$ cat src/rtl/rom_fetch_sequencer.sv
// rtl/rom_fetch_sequencer.sv - TD4 instruction fetch sequencer: PC, instruction register, run/step/halt control
module rom_fetch_sequencer (
    input  logic       CLK,
    input  logic       RESET,
    input  logic       RUN,
    input  logic       STEP,
    input  logic       HALT_REQ,
    input  logic       JMP,
    input  logic [3:0] JMP_ADDR,
    output logic [3:0] ADDRESS,
    input  logic [3:0] OP_CODE,
    input  logic [3:0] ROM_DATA,
    output logic [3:0] IR_OP,
    output logic [3:0] IR_IMM,
    output logic       IR_VALID,
    output logic       BUSY,
    output logic       HALTED,
    output logic       WRAP,
    output logic [7:0] ISSUE_CNT
);

    typedef enum logic [1:0] {
        IDLE  = 2'd0,
        FETCH = 2'd1,
        ISSUE = 2'd2,
        HALT  = 2'd3
    } state_t;

    state_t      state_q, state_d;
    logic [3:0]  pc_q, pc_d;
    logic [3:0]  ir_op_q, ir_op_d;
    logic [3:0]  ir_imm_q, ir_imm_d;
    logic        step_q, step_d;
    logic        wrap_q, wrap_d;
    logic [7:0]  cnt_q, cnt_d;

    // Next-state logic: sequencing, PC update, IR capture and issue counting
    always_comb begin
        state_d  = state_q;
        pc_d     = pc_q;
        ir_op_d  = ir_op_q;
        ir_imm_d = ir_imm_q;
        step_d   = step_q;
        wrap_d   = 1'b0;
        cnt_d    = cnt_q;

        case (state_q)
            IDLE: begin
                // RUN has priority; a step request only latches when RUN is low
                if (RUN) begin
                    state_d = FETCH;
                    step_d  = 1'b0;
                end else if (STEP) begin
                    state_d = FETCH;
                    step_d  = 1'b1;
                end
            end
            FETCH: begin
                // ROM is combinational from ADDRESS, so the word is ready this cycle
                ir_op_d  = OP_CODE;
                ir_imm_d = ROM_DATA;
                state_d  = ISSUE;
            end
            ISSUE: begin
                pc_d   = JMP ? JMP_ADDR : pc_q + 4'd1;
                wrap_d = !JMP && (pc_q == 4'hF);
                if (cnt_q != 8'hFF) begin
                    cnt_d = cnt_q + 8'd1;
                end
                step_d = 1'b0;
                if (HALT_REQ) begin
                    state_d = HALT;
                end else if (step_q) begin
                    state_d = IDLE;
                end else if (RUN) begin
                    state_d = FETCH;
                end else begin
                    state_d = IDLE;
                end
            end
            HALT: begin
                // Only reset leaves HALT; everything stays frozen
                state_d = HALT;
            end
            default: begin
                state_d = IDLE;
            end
        endcase
    end

    // State and datapath registers with asynchronous reset
    always_ff @(posedge CLK or posedge RESET) begin
        if (RESET) begin
            state_q  <= IDLE;
            pc_q     <= 4'd0;
            ir_op_q  <= 4'd0;
            ir_imm_q <= 4'd0;
            step_q   <= 1'b0;
            wrap_q   <= 1'b0;
            cnt_q    <= 8'd0;
        end else begin
            state_q  <= state_d;
            pc_q     <= pc_d;
            ir_op_q  <= ir_op_d;
            ir_imm_q <= ir_imm_d;
            step_q   <= step_d;
            wrap_q   <= wrap_d;
            cnt_q    <= cnt_d;
        end
    end

    assign ADDRESS   = pc_q;
    assign IR_OP     = ir_op_q;
    assign IR_IMM    = ir_imm_q;
    assign IR_VALID  = (state_q == ISSUE);
    assign BUSY      = (state_q == FETCH) || (state_q == ISSUE);
    assign HALTED    = (state_q == HALT);
    assign WRAP      = wrap_q;
    assign ISSUE_CNT = cnt_q;

endmodule

$ cat config.mk
export PLATFORM = sky130hd
export DESIGN_NAME = rom_fetch_sequencer
export DESIGN_NICKNAME = d
export VERILOG_FILES = /design/src/rtl/rom_fetch_sequencer.sv
export SDC_FILE = /design/constraint.sdc
export NUM_CORES = 1
export LEC_CHECK = 0
export ABC_AREA = 1
export BUFFER_PORTS_ARGS = -buffer_cell sky130_fd_sc_hd__buf_2
export CAP_MARGIN = 20
export CORE_MARGIN = 4
export CORE_UTILIZATION = 40
export CTS_CLUSTER_DIAMETER = 120
export DETAILED_ROUTE_END_ITERATION = 10
export PLACE_DENSITY = 0.65
export SLEW_MARGIN = 20
export SYNTH_ARGS = -nofsm -noshare
export SYNTH_HDL_FRONTEND = slang
export SYNTH_SLANG_ARGS = --single-unit
$ cat constraint.sdc
create_clock -name CLK -period 1.4 [get_ports CLK]
set_input_delay 0.14 -clock CLK [delete_from_list [all_inputs] [get_ports CLK]]
set_output_delay 0.14 -clock CLK [all_outputs]
set_load 0.005 [all_outputs]
==> summary.txt <==
fill cell count = 309
Vias per Instance = 4.57
clk sinks = 24
n_diodes = 0
initial antenna violation count = 0
period utilization = 96.0%
HP Class = primary input to flip-flop
# port buffers = 41
Most used DFF post-synth = dfrtp_1
cells after synthesis = 146
Reg2Reg Depth = 3
RSZ-0062 raised after global routing = true
fin util = 56.1%
VDD IR max = 0.841 mV
number of I/O pins = 42
Netlist Area Pre-Place = 1290 µm²
DRC viols = 0
share of cells above drive strength 1 = 39.9%
pin count of the biggest net entering global routing = 25
Worst Setup SP = state_q[1]
drt wl/cell = 11.5 µm
max cap viols = 0
top cells by count, synth = 41 x nand2_1, 24 x dfrtp_1, 16 x inv_1
Worst EP required = 1260 ps
Worst setup EP type = output pin
crit path time final = 1340 ps
status = complete, no violations
hpwl dp = 2200 µm
Leak = 0.895 nW
Synth Area in XOR/XNOR = 2.03%
critical path type = flip-flop to output pin
Vert. Die Dim = 64.8 µm
Compound-Gate Fraction of Synth Area = 5.81%
CTS buffer count = 3
die area = 4200 µm²
CTS tree = done
register area share after synthesis = 46.5%
synth top area cells = dfrtp_1 46%, nand2_1 12%, ha_1 7.7%, mux2_2 7.0%, inv_1 4.6%
total power = 3.51 mW
number of global-route vias before repair = 1138
largest stage delay on the critical path = 450 ps
Longest Clk Path Bufs = 2
clk root buf = clkbuf_4
final-report hold violation count = 0
Adder-Cell Fraction of Synth Area = 7.74%
Synth Net Count = 172
Worst EP arrival = 1200 ps
Core ar. = 3080 µm²
gpl congestion = 0.842
Synth Area per Inst = 8.85 µm²
top-count cell post-synth = nand2_1
Pre-Repair DR Iteration Count = 4
Storage cell area = 602 µm²
skew final = 7.41 ps
total grt overflow = 0
Setup crit end = HALTED
reg2reg end = IR_OP[2]
Post-DRT Antenna Nets = 0
Final Slew Violations = 0
DRT iter0 DRCs = 43
first-pass GRT wire length = 4710 µm
post-synthesis cell type count = 24
largest family of logic cells by synthesized area = simple AND/OR/NAND/NOR gates
GR met3 Demand/Resource = 2.60%
Least-Margin Pin Slew = 299 ps
pwr/cell area = 2030 nW/µm²
CTS clk-pin slew, worst paths = 140 ps
Critical R2R Launch = state_q[0]
Initial Utilization = 42.0%
Setup Viol. Count Final = 0
Routed WL = 2790 µm
area taken by multi-input logic gates = 666 µm²
GR Util met1 = 15.7%
crit path launch type = flip-flop
row cnt = 20
Ys Warns = 0
#FFs+latches synth = 24
Post-synth EDFFs = 0
NumNets Final = 225
post-synth top area share = 46.5%
CP Cell Sequence = buf_4 > ha_4 > buf_2
Area Growth Syn to Fin = 33.7%
simple-gate area share of the yosys netlist = 25.0%
mux contribution to synthesized area = 6.97%
die width = 64.8 µm
H-Tree Depth = 1
GR peak layer = met2
later-pin clock latency in the skew report = 310 ps
GRT Overall Usage = 14.1%
worst-path maximum fanout = 3
slack of the worst reg-to-reg path = 80 ps
dominant cell type by area after synthesis = dfrtp_1
via count = 1105
ys async rst share = 100%
achievable clock frequency = 0.744 GHz
routing usage on met2 = 26.8%
Max-slew headroom = 80.1%
Slowest-stage cell, CP = dfrtp_2
[kinds of logic after synthesis]
family	after synthesis
adder cells (fa/ha/maj)	8
AO/OA/AOI/OAI	14
AND/OR/NAND/NOR	70
buffers and inverters	19
multiplexers	8
flip-flops	24
XOR/XNOR	3
[flip-flops by register name, indices dropped and copies added (netlist names)]
signal     flops
ISSUE_CNT      8
WRAP           1
IR_OP          4
ADDRESS        4
IR_IMM         4
step_q         1
state_q        2
[layout make-up]
type / instances / area share [%]
Clock buffer: 3 / 1.30
Clock inverter: 1 / 1.74
Inverter: 18 / 4.34
Multi-Input combinational cell: 103 / 38.5
Sequential cell: 24 / 34.8
Tap cell: 44 / 3.19
Timing Repair Buffer: 49 / 16.1
[metal layers]
layer | vias up | share of wire [%]
met2 | 24 | 54
met1 | 518 | 41
met3 | 0 | 5.1
met5 | - | 0
li1 | 563 | -
met4 | 0 | 0
[worst max-delay path: cells and delay by family (launching register included)]
kind | cells | cell delay, ps
DFF | 1 | 450
buffers and inverters | 2 | 280
adders and majority gates | 1 | 160
[timing repair]
action / 4_1_cts / 5_1_grt
setup buffers: 3 / 2
endpoints found under the hold margin: 24 / 0
cloned: 0 / 0
resized for setup: 5 / 12
setup endpoints to repair: 11 / 8
pin swaps: 0 / 3
hold buffers: 1 / 0
[cells in the final DEF, fill, tap and decap left out]
cell type / instances
a21oi_1: 2
a21oi_2: 1
buf_2: 40
buf_4: 6
buf_6: 2
bufinv_16: 1
clkbuf_4: 3
clkinv_1: 1
dfrtp_1: 23
dfrtp_2: 1
dlygate4sd3_1: 1
ha_1: 3
ha_2: 2
ha_4: 3
inv_1: 13
inv_2: 2
inv_4: 1
inv_6: 1
mux2_2: 8
nand2_1: 41
nand2_2: 1
nand2_4: 1
nand2_8: 1
nand3_1: 6
nand4_1: 2
nor2_1: 13
nor2_2: 1
nor2_4: 2
nor3b_1: 1
o21ai_0: 7
o21ai_1: 2
o21ai_2: 1
o22ai_1: 1
or2_4: 1
xnor2_1: 1
xor2_1: 2
[how the worst min path moves through the flow]
stage                           start         end  cells after the start
after floorplan                 RESET  ADDRESS[0]                      1
after global placement          RESET  ADDRESS[0]                      3
after detailed placement        RESET  ADDRESS[0]                      3
after CTS                  OP_CODE[0]    IR_OP[0]                      2
after global routing      ROM_DATA[0]   IR_IMM[0]                      2
final                     ROM_DATA[0]   IR_IMM[0]                      2
[metrics by stage]
step / std cells / hold WS [ps] / TNS (ps) / setup WS (ps) / instance area [µm²]
final: 242 / 42.3 / 0 / 55.5 / 1730
after global routing: 242 / 32.9 / -20.4 / -15.6 / 1730
after CTS: 241 / 37.0 / -1.38 / -1.38 / 1660
after detailed placement: 233 / 204 / -149 / -28.9 / 1570
after global placement: 233 / 198 / 0 / 36.7 / 1570
after floorplan: 146 / 155 / 0 / 103 / 1290
[where the power goes]
part / internal (mW) / total [mW] / switching (mW)
sequential: 0.982 / 1.22 / 0.241
clock: 0.289 / 0.500 / 0.211
combinational: 0.924 / 1.78 / 0.858
total: 2.20 / 3.51 / 1.31
No activity file was read; power rests on OpenSTA's default activity.
